**config.mk**
```make
export PLATFORM = sky130hd
export DESIGN_NAME = func_sweep_ctrl
export DESIGN_NICKNAME = d
export VERILOG_FILES = /design/src/rtl/func_sweep_ctrl.sv
export SDC_FILE = /design/constraint.sdc
export NUM_CORES = 1
export LEC_CHECK = 0
export CAP_MARGIN = 20
export CORE_MARGIN = 4
export CORE_UTILIZATION = 52
export DETAILED_ROUTE_END_ITERATION = 6
export MAX_ROUTING_LAYER = met4
export PLACE_DENSITY = 0.8
export SYNTH_ARGS = -nofsm -noshare
export SYNTH_HDL_FRONTEND = slang
export SYNTH_SLANG_ARGS = --single-unit
```
**constraint.sdc**
```tcl
create_clock -name clk -period 3.4 [get_ports clk]
set_clock_uncertainty 0.2 [all_clocks]
set_input_delay 0.51 -clock clk [delete_from_list [all_inputs] [get_ports clk]]
set_output_delay 0.51 -clock clk [all_outputs]
set_load 0.01 [all_outputs]
```
**src/rtl/func_sweep_ctrl.sv**
```systemverilog
// func_sweep_ctrl: truth-table sweep controller for a 4-input, 1-output
// combinational function unit. Each of the 16 input vectors is driven in
// ascending order and the unit's output is sampled after SETTLE settle cycles.
// The measured table is compared against a latched expected mask, and the
// mismatch count and the first failing index are reported.
module func_sweep_ctrl #(
    parameter int unsigned SETTLE = 1
) (
    input  logic        clk,
    input  logic        rst_n,
    input  logic        start,
    input  logic        abort,
    input  logic [15:0] expected,
    input  logic        g_in,
    output logic [3:0]  abcd,
    output logic        busy,
    output logic        done,
    output logic [15:0] table_out,
    output logic [4:0]  err_count,
    output logic        err_any,
    output logic [3:0]  first_err
);

    typedef enum logic [1:0] {
        S_IDLE   = 2'd0,
        S_SETTLE = 2'd1,
        S_SAMPLE = 2'd2,
        S_DONE   = 2'd3
    } state_t;

    // Reload value for the settle counter, and the state a new vector starts
    // in: with no settle time the vector is sampled in its first cycle.
    localparam logic [3:0] SETTLE_LD = 4'(SETTLE);
    localparam state_t     VEC_ENTRY = (SETTLE == 0) ? S_SAMPLE : S_SETTLE;

    state_t      state_q, state_d;
    logic [3:0]  idx_q, idx_d;
    logic [3:0]  cnt_q, cnt_d;
    logic [3:0]  abcd_q, abcd_d;
    logic [15:0] exp_q, exp_d;
    logic [15:0] table_q, table_d;
    logic [4:0]  err_count_q, err_count_d;
    logic        err_any_q, err_any_d;
    logic [3:0]  first_err_q, first_err_d;
    logic        busy_q, busy_d;
    logic        done_q, done_d;
    logic        mismatch;

    // Next-state and next-output logic for the sweep sequencer.
    always_comb begin
        state_d     = state_q;
        idx_d       = idx_q;
        cnt_d       = cnt_q;
        abcd_d      = abcd_q;
        exp_d       = exp_q;
        table_d     = table_q;
        err_count_d = err_count_q;
        err_any_d   = err_any_q;
        first_err_d = first_err_q;
        busy_d      = busy_q;
        done_d      = 1'b0;
        mismatch    = (g_in != exp_q[idx_q]);

        case (state_q)
            S_IDLE, S_DONE: begin
                // Abort wins over a simultaneous start; otherwise start is
                // accepted identically from IDLE and DONE.
                if (start && !abort) begin
                    exp_d       = expected;
                    table_d     = 16'd0;
                    err_count_d = 5'd0;
                    err_any_d   = 1'b0;
                    first_err_d = 4'd0;
                    idx_d       = 4'd0;
                    cnt_d       = SETTLE_LD;
                    abcd_d      = 4'd0;
                    busy_d      = 1'b1;
                    state_d     = VEC_ENTRY;
                end else begin
                    abcd_d  = 4'd0;
                    busy_d  = 1'b0;
                    state_d = S_IDLE;
                end
            end

            S_SETTLE: begin
                if (abort) begin
                    state_d     = S_IDLE;
                    idx_d       = 4'd0;
                    cnt_d       = 4'd0;
                    abcd_d      = 4'd0;
                    table_d     = 16'd0;
                    err_count_d = 5'd0;
                    err_any_d   = 1'b0;
                    first_err_d = 4'd0;
                    busy_d      = 1'b0;
                end else begin
                    // Counter holds the remaining settle cycles including
                    // this one, so the state lasts exactly SETTLE cycles.
                    cnt_d = cnt_q - 4'd1;
                    if (cnt_q <= 4'd1) begin
                        state_d = S_SAMPLE;
                    end
                end
            end

            S_SAMPLE: begin
                if (abort) begin
                    state_d     = S_IDLE;
                    idx_d       = 4'd0;
                    cnt_d       = 4'd0;
                    abcd_d      = 4'd0;
                    table_d     = 16'd0;
                    err_count_d = 5'd0;
                    err_any_d   = 1'b0;
                    first_err_d = 4'd0;
                    busy_d      = 1'b0;
                end else begin
                    table_d[idx_q] = g_in;
                    if (mismatch) begin
                        err_count_d = err_count_q + 5'd1;
                        if (!err_any_q) begin
                            err_any_d   = 1'b1;
                            first_err_d = idx_q;
                        end
                    end
                    if (idx_q == 4'd15) begin
                        state_d = S_DONE;
                        abcd_d  = 4'd0;
                        busy_d  = 1'b0;
                        done_d  = 1'b1;
                    end else begin
                        idx_d   = idx_q + 4'd1;
                        abcd_d  = idx_q + 4'd1;
                        cnt_d   = SETTLE_LD;
                        state_d = VEC_ENTRY;
                    end
                end
            end

            default: begin
                state_d = S_IDLE;
                abcd_d  = 4'd0;
                busy_d  = 1'b0;
            end
        endcase
    end

    // State and output registers; reset clears everything without a clock.
    always_ff @(posedge clk or negedge rst_n) begin
        if (!rst_n) begin
            state_q     <= S_IDLE;
            idx_q       <= 4'd0;
            cnt_q       <= 4'd0;
            abcd_q      <= 4'd0;
            exp_q       <= 16'd0;
            table_q     <= 16'd0;
            err_count_q <= 5'd0;
            err_any_q   <= 1'b0;
            first_err_q <= 4'd0;
            busy_q      <= 1'b0;
            done_q      <= 1'b0;
        end else begin
            state_q     <= state_d;
            idx_q       <= idx_d;
            cnt_q       <= cnt_d;
            abcd_q      <= abcd_d;
            exp_q       <= exp_d;
            table_q     <= table_d;
            err_count_q <= err_count_d;
            err_any_q   <= err_any_d;
            first_err_q <= first_err_d;
            busy_q      <= busy_d;
            done_q      <= done_d;
        end
    end

    assign abcd      = abcd_q;
    assign busy      = busy_q;
    assign done      = done_q;
    assign table_out = table_q;
    assign err_count = err_count_q;
    assign err_any   = err_any_q;
    assign first_err = first_err_q;

endmodule
```
Word-level counts from Yosys, hierarchy flattened
Cells that the tools add are included.

$add $sub $neg: 3. Muxes and demuxes: 49. Reduce and logical (&&, ||, !) cells: 12. $lt $le $gt $ge: 3. Eq/ne operators: 12.

Operator list (count): 2-to-1 mux 4 bit (13); 2-to-1 mux 16 bit (3); case mux 16 bit (3 select lines) (1); case mux 4 bit (3 select lines) (4); 2-to-1 mux 5 bit (4); bitwise mux 16 bit (1); != test 3 bit, second input constant (5); case mux 5 bit (3 select lines) (1); 2-to-1 mux 1 bit (13); 2-to-1 mux 2 bit (4); AND reduction 2 bit (4); case mux 1 bit (3 select lines) (2); case mux 2 bit (3 select lines) (1); AND reduction 3 bit (2); adder 5 x 1 -> 5 bit, second input constant (1); < comparator 4 x 5 -> 1 bit, second input constant (1); adder 4 x 1 -> 4 bit, second input constant (1); binary-select mux 1 bit (select 4 bit) (1); demux 1 bit (select 4 bit) (1); equality test 2 bit, second input constant (2); equality test 4 bit, second input constant (1); >= comparator 4 x 1 -> 1 bit, second input constant (1); <= comparator 4 x 1 -> 1 bit, second input constant (1); != test 2 bit, second input constant (2); other kinds (8) (9).

Register bits after elaboration: 58. Bits of input ports: 21. Logic and storage cells: 90.

Depth between registers and ports, before layout
Gate-level depths: netlist (run 1).

Depth in word-level cells: 7. Gate-level depth with buffers: 9. Gate-level depth less buffers: 8.

Least setup slack after synthesis (run 1)
No wires, ideal clock.

Path type: register -> register. From: register idx_q[0]. To: register first_err_q[2], in the netlist first_err[2]. Stages on the path, launching flop included: 8. Library setup time: 0.121 ns. Data arrival time: 2.214 ns. Required time: 3.079 ns. Period minus slack after synthesis: 2.535 ns. Buffers on the path: 1. Setup slack: 0.865 ns. Cells stage by stage: dfrtp_1 buf_6 mux4_1 a22o_1 a221oi_2 xor2_2 a211o_2 a22o_1.

Longest elaborated chain between the ends: 5.

Ends and longest elaborated chain: start: declaration (RTL line 37) `logic [3:0] idx_q, idx_d;`; start signal: assignment (RTL line 165) `idx_q <= idx_d;`; binary-select mux 1 bit (select 4 bit) (RTL line 62) `mismatch = (g_in != exp_q[idx_q]);`; 2-to-1 mux 1 bit (not written as such) (RTL line 62); != test 1 bit (RTL line 62); != test 3 bit (no line); AND reduction 4 bit (no line); end signal: assignment (RTL line 172) `first_err_q <= first_err_d;`; end: declaration (RTL line 44) `logic [3:0] first_err_q, first_err_d;`.

No other way between the ends. The select of a mux whose other input is x is not followed. A chain may end at the register's enable or synchronous reset.

Final worst setup path (run 1)
From: register idx_q[0]. To: register first_err_q[0], in the netlist first_err[0].

Longest elaborated chain between the ends: 5.

Ends and longest elaborated chain (RTL line): binary-select mux 1 bit (select 4 bit) (62); 2-to-1 mux 1 bit (not written as such) (62); != test 1 bit (62); != test 3 bit (no line); AND reduction 4 bit (no line).

Parallel ways exist; a longest one is shown, timed or not. The select of a mux whose other input is x is not followed.

==> metrics.cfg, run 1 <==
[detailed_routing]
first_pass_iters = 4
via_per_inst = 5.62
routed_wl_um = 6020
ant_nets = 0
vias = 2162
drc = 0
avgRoutedWirePerCell_um = 15.6
drt-initial-drc-count = 109

[global_routing]
gr-usage-met1_pct = 27.1
grt_pass1_vias = 2204
grt_pass1_wl_um = 10300
grt.busiest_layer = met2
grt_use_met2_pct = 33.2
grt_usage_pct = 21.2
met3_usage_pct = 3.88
gr-total-overflow = 0
grt_max_degree = 59
antenna_found_initial = 0

[clock_network]
cts_max_level = 3
clock_path_buffers = 2
clk_pin_slew_ns = 0.06
ctsResizeCount = 0
cts_sinks = 58
cts_setup_buffers = 0
clk_latency_ns = 0.33
cts_hold_repair.buffers = 0
numCtsBuffers = 9
cts_tree = built
clockRootBuffer = clkbuf_8

[setup_path]
start_kind = register
timing.rr.start = idx_q[0]
rr_worst_depth = 6
endpoint_kind = register
critical_path_class = reg2reg
r2r_end = first_err[0]
required_ns = 3.42
cp.arrival_ns = 2.85
reg2reg_slack_ns = 0.57
cp_max_fo = 11

[sta]
period_needed_ns = 2.83
hold_violations = 0
tightest_slew_ns = 0.848
fin_ws_ns = 0.572
post-route-period-util_pct = 83.2
setup_tns_ns = 0
report.final.slew_viol_count = 0
slew_headroom_pct = 43.3
clock.fmax_mhz = 354
setup_violations = 0
rsz0062_at_grt = false

[cells_and_area]
multi_input_area_um2 = 1240
drive_gt1_share_pct = 13.7
syn2layout_area_growth_pct = 27.3
fin_nets = 340
seq_area_um2 = 1450
antennaDiodeCount = 0
num-fill-cells = 409

[run_status]
status = finished clean

[pwr]
p_leak_nw = 1.52
p_clk_share_pct = 37.9
p_comb_share_pct = 12.1
p_sw_share_pct = 24.5
ir_drop_uv = 374
internal_power_mw = 1.15
p_seq_share_pct = 50.0
total_power_mw = 1.53
switchingPower_mw = 0.374
powerDensity_nw_per_um2 = 432

[synth]
synth_area_leaders = dfrtp_1 (52%), o21ai_0 (7.4%), mux2_2 (6.5%)
syn_inst = 256
synth_cell_type_count = 40
netlist_top_cells_count = dfrtp_1 (58), o21ai_0 (41), a21oi_1 (19), nand2_1 (19), mux2_2 (16)
ys_seq_elements = 58
synth_enable_flop_cells = 0
yosys.area.top_type = dfrtp_1
synth_nets = 286
syn_area_um2 = 2780
synth-main-ff-cell = dfrtp_1
syn_area_per_cell_um2 = 10.9
async_flop_share_pct = 100
synth_top_area_share_pct = 52.2
ys_warn_count = 0
synth.most_common_cell = dfrtp_1
ys_seq_area_share_pct = 52.2

[die]
fp.coreArea_um2 = 5140
dieArea_um2 = 6580
ios = 53
std_cell_rows = 26
chipHeight_um = 81.1
die_w_um = 81.1
initial_utilization_pct = 54.1

[placed_design]
numPortBuffers = 52
place_hpwl_um = 4320
gp_congestion = 0.790
dp_slack_ns = 0.579

[hold_path]
hold_class = in2async

[job]
max_cap_viol_count = 0

[through the flow]
| step | hold slack [ns] | util, % | cells | area (um^2) |
|---|---|---|---|---|
| 6_report | 0.114 | 68.8 | 385 | 3540 |
| 5_1_grt | 0.178 | 68.8 | 385 | 3540 |
| 4_1_cts | 0.136 | 68.8 | 385 | 3540 |
| 3_5_place_dp | 0.294 | 65.3 | 369 | 3360 |
| 3_3_place_gp | 0.286 | 65.3 | 369 | 3360 |
| 2_1_floorplan | 0.0144 | - | 256 | 2780 |
[registers in the layout (all words and copies together) (netlist names), 2 cells and up]
register	count
cnt_q	4
idx_q	4
table_out	16
err_count	5
state_q	2
first_err	4
exp_q	16
abcd	4
[how the worst max path moves through the flow]
stage             start            to  slack, ns  depth (start not counted)
3_3_place_gp   idx_q[0]  first_err[3]       0.64                          6
2_1_floorplan  idx_q[0]  first_err[2]       0.86                          7
4_1_cts        idx_q[0]  first_err[2]       0.57                          6
6_report       idx_q[0]  first_err[0]       0.57                          6
3_5_place_dp   idx_q[0]  first_err[0]       0.58                          6
5_1_grt        idx_q[0]  first_err[3]       0.42                          6
[layout make-up]
| type | count | area share (%) |
|---|---|---|
| clock inverter | 2 | 0.283 |
| tap | 70 | 2.48 |
| sequential | 58 | 41.0 |
| timing repair buffer | 56 | 15.4 |
| multi-input combinational | 176 | 35.0 |
| inverter | 9 | 0.955 |
| clock buffer | 14 | 4.88 |
[cells by family (layout without fill, tap and decap cells)]
group | count (synthesis) | after routing | share of synthesized area [%]
mux | 22 | 22 | 10.7
xor+xnor | 3 | 3 | 1.22
compound gates | 85 | 85 | 18.5
flops | 58 | 58 | 52.2
fa+ha+maj | 9 | 9 | 4.05
buf+inv | 22 | 81 | 3.29
simple gates | 57 | 57 | 10.1
[critical path, cell delays in order (launching register included)]
cell and delay, ns:
dfrtp_1 0.60, mux4_1 0.61, a22o_1 0.20, a221oi_2 0.27
xor2_2 0.19, a211o_2 0.40, a22o_1 0.23
[power groups by stage]
| stage | logic, mW | clock network, mW | registers [mW] |
|---|---|---|---|
| floorplan | 0.121 | 0 | 0.764 |
| global placement | 0.178 | 0 | 0.775 |
| detailed placement | 0.185 | 0 | 0.776 |
| CTS | 0.186 | 0.593 | 0.764 |
| global route | 0.204 | 0.627 | 0.768 |
| finish | 0.185 | 0.579 | 0.764 |
[layer usage]
metal	share of wire, %	up-vias
met5	0	-
met4	1.3	0
met3	5.1	8
met2	49	59
met1	45	1062
li1	-	1033
[cell usage in the layout, fill, tap and decap left out, drive strengths merged]
master | netlist | final
or3 | 1 | 1
nand2 | 19 | 19
o31ai | 3 | 3
xor2 | 1 | 1
mux2i | 2 | 2
a21o | 1 | 1
nor2 | 7 | 7
nand2b | 7 | 7
a211oi | 1 | 1
o21ai | 42 | 42
dfrtp | 58 | 58
mux2 | 16 | 16
and2 | 2 | 2
a22o | 7 | 7
nand3 | 8 | 8
nor2b | 5 | 5
clkinv | 0 | 2
nand3b | 1 | 1
ha | 9 | 9
xnor2 | 2 | 2
o41ai | 2 | 2
or2 | 1 | 1
clkbuf | 10 | 14
a21boi | 2 | 2
a211o | 1 | 1
a221oi | 2 | 2
clkdlybuf4s50 | 0 | 51
nor3 | 5 | 5
or4b | 1 | 1
inv | 9 | 9
buf | 3 | 5
a2bb2oi | 3 | 3
mux4 | 4 | 4
a21oi | 20 | 20
o21a | 1 | 1
No activity file was read; power rests on OpenSTA's default activity.
==> run 2, diff against run 1 <==
- CORE_UTILIZATION: 52 -> 47
- PLACE_DENSITY: 0.8 -> 0.76
- clock period: 3.4 -> 2.6 ns (I/O delays scaled with it)
==> run 2 against run 1 <==
Net effect: final area is 3.7% higher; routed wire length is 0.80% higher; power is 35% higher; fmax is 14% higher; global-route usage is 2.7 points lower; cell count is 3.9% higher; die area is 9.6% higher.
==> metrics.cfg, run 2 (synthesis gave the netlist of run 1 again) <==
[global_routing]
antenna_found_initial = 0  ; unchanged
grt_pass1_vias = 2194  ; -0.45%
grt_max_degree = 31  ; -47%
gr-total-overflow = 0  ; unchanged
grt_pass1_wl_um = 10200  ; -1.2%
grt_usage_pct = 18.5  ; -2.7 points

[cells_and_area]
antennaDiodeCount = 0  ; unchanged
fin_nets = 353  ; +3.8%
num-fill-cells = 460  ; +12%
drive_gt1_share_pct = 17.7  ; +4.0 points
fin_area_um2 = 3670  ; +3.7%
final_cell_mix = dfrtp_1 (57), clkdlybuf4s50_1 (51), o21ai_0 (41), nand2_1 (19), a21oi_1 (19)
final_common_cell = dfrtp_1
syn2layout_area_growth_pct = 32.0

[detailed_routing]
ant_nets = 0  ; unchanged
routed_wl_um = 6070  ; +0.80%
via_per_inst = 5.49  ; -2.2%
avgRoutedWirePerCell_um = 15.2  ; -3.0%
vias = 2197  ; +1.6%
first_pass_iters = 4  ; unchanged
drc = 0  ; unchanged
drt-initial-drc-count = 126  ; +16%

[sta]
slew_headroom_pct = 55.0  ; +12 points
post-route-period-util_pct = 95.3  ; +12 points
clock.fmax_mhz = 404  ; +14%
period_needed_ns = 2.48  ; -0.350 ns
setup_violations = 0  ; unchanged
report.final.slew_viol_count = 0  ; unchanged
rsz0062_at_grt = false
tightest_slew_ns = 0.675  ; -0.173 ns
setup_tns_ns = 0  ; unchanged
hold_violations = 0  ; unchanged

[placed_design]
numPortBuffers = 52  ; unchanged
gp_congestion = 0.886  ; +12%
place_hpwl_um = 4520  ; +4.5%
placed_area_um2 = 3460  ; +3.1%

[clock_network]
numCtsBuffers = 9  ; unchanged
cts_tree = built
clk_pin_slew_ns = 0.07  ; about the same
clock_path_buffers = 2  ; unchanged
cts_max_level = 3  ; unchanged
cts_sinks = 58  ; unchanged
cts_setup_buffers = 0  ; unchanged
clk_latency_ns = 0.34  ; about the same
clockRootBuffer = clkbuf_8

[setup_path]
required_ns = 2.63  ; -0.79 ns
endpoint_kind = register
crit_path_top_delay_cell = mux4_1
reg2reg_slack_ns = 0.12  ; -0.45 ns
cp.arrival_ns = 2.51  ; -0.34 ns
cp_max_fo = 5  ; -6
rr_worst_depth = 6  ; unchanged
path_common_cell = a22o_1
r2r_end = first_err[3]
timing.rr.start = idx_q[0]
slowest_delay_ns = 0.57  ; -0.04 ns
path_cells = mux4_1 -> a22o_1 -> a221oi_2 -> xor2_2 -> a211o_2 -> a22o_1
critical_path_class = reg2reg
start_kind = register

[run_status]
status = finished clean

[pwr]
powerDensity_nw_per_um2 = 561  ; +30%
ir_drop_uv = 318  ; -15%
p_leak_nw = 1.59  ; +4.4%
total_power_mw = 2.06  ; +35%

[die]
chipHeight_um = 84.9  ; +4.7%
std_cell_rows = 27  ; +3.8%
initial_utilization_pct = 49.6  ; -4.5 points
dieArea_um2 = 7210  ; +9.6%
ios = 53  ; unchanged
fp.coreArea_um2 = 5610  ; +9.1%
die_w_um = 84.9  ; +4.7%

[hold_path]
min_delay_worst_endpoint = abcd[3]
hold_class = reg2reg
hp-start = abcd[3]
hold_path_depth = 1

[job]
max_cap_viol_count = 0  ; unchanged

[run 2: worst max-delay path by stage]
stage	endpoint	slack (ns)	from	cells past startpoint
after floorplan	first_err[2]	0.06	idx_q[0]	7
after global placement	err_count[1]	0.09	idx_q[0]	7
after detailed placement	err_count[1]	0.03	idx_q[0]	7
after CTS	err_count[1]	0.006	idx_q[0]	7
after global routing	first_err[0]	0.006	idx_q[0]	6
final	first_err[3]	0.12	idx_q[0]	6
[run 2: metrics by stage]
step	utilization, %	hold slack [ns]	instances	setup slack (ns)
floorplan	-	-0.106	256	0.0646
global placement	61.7	0.251	383	0.0893
detailed placement	61.7	0.263	383	0.0273
CTS	65.2	0.295	400	0.00590
global route	65.4	0.314	400	0.00635
finish	65.4	0.297	400	0.122
[run 2: power breakdown]
part / internal [mW] / switching, mW / total, mW
Sequential: 0.963 / 0.0351 / 0.998
Combinational: 0.140 / 0.126 / 0.266
Clock: 0.435 / 0.361 / 0.796
Total: 1.54 / 0.522 / 2.06
[run 2: area by class of cell]
class                   instances  area, um^2  share of cell area [%]
inverters                       9        33.8                   0.921
multi-input cells             176        1250                    34.1
flip-flops and latches         58        1450                    39.6
clock inverters                 6        57.6                    1.57
clock buffers                  10         128                    3.48
well taps                      72        90.1                    2.45
repair buffers                 69         658                    17.9
[run 2: what timing repair did]
item	CTS	global route
endpoints found under the hold margin	29	0
gates resized for setup	0	3
endpoints found under the setup margin	0	10
hold buffers	1	0
[run 2: per-layer routing]
layer / vias to the layer above / global-route usage, % / wire length, um
met2: 69 / 27.8 / 2900
met5: - / - / 0
met1: 1062 / 23.1 / 2650
met3: 12 / 3.98 / 412
li1: 1054 / - / -
met4: 0 / 10.5 / 111
[run 2: critical path, delay by kind of cell, from the launching register on]
| kind | cells | cell delay (ns) |
|---|---|---|
| XOR/XNOR | 1 | 0.12 |
| AO/OA/AOI/OAI | 4 | 1.04 |
| flip-flops | 1 | 0.43 |
| multiplexers | 1 | 0.57 |
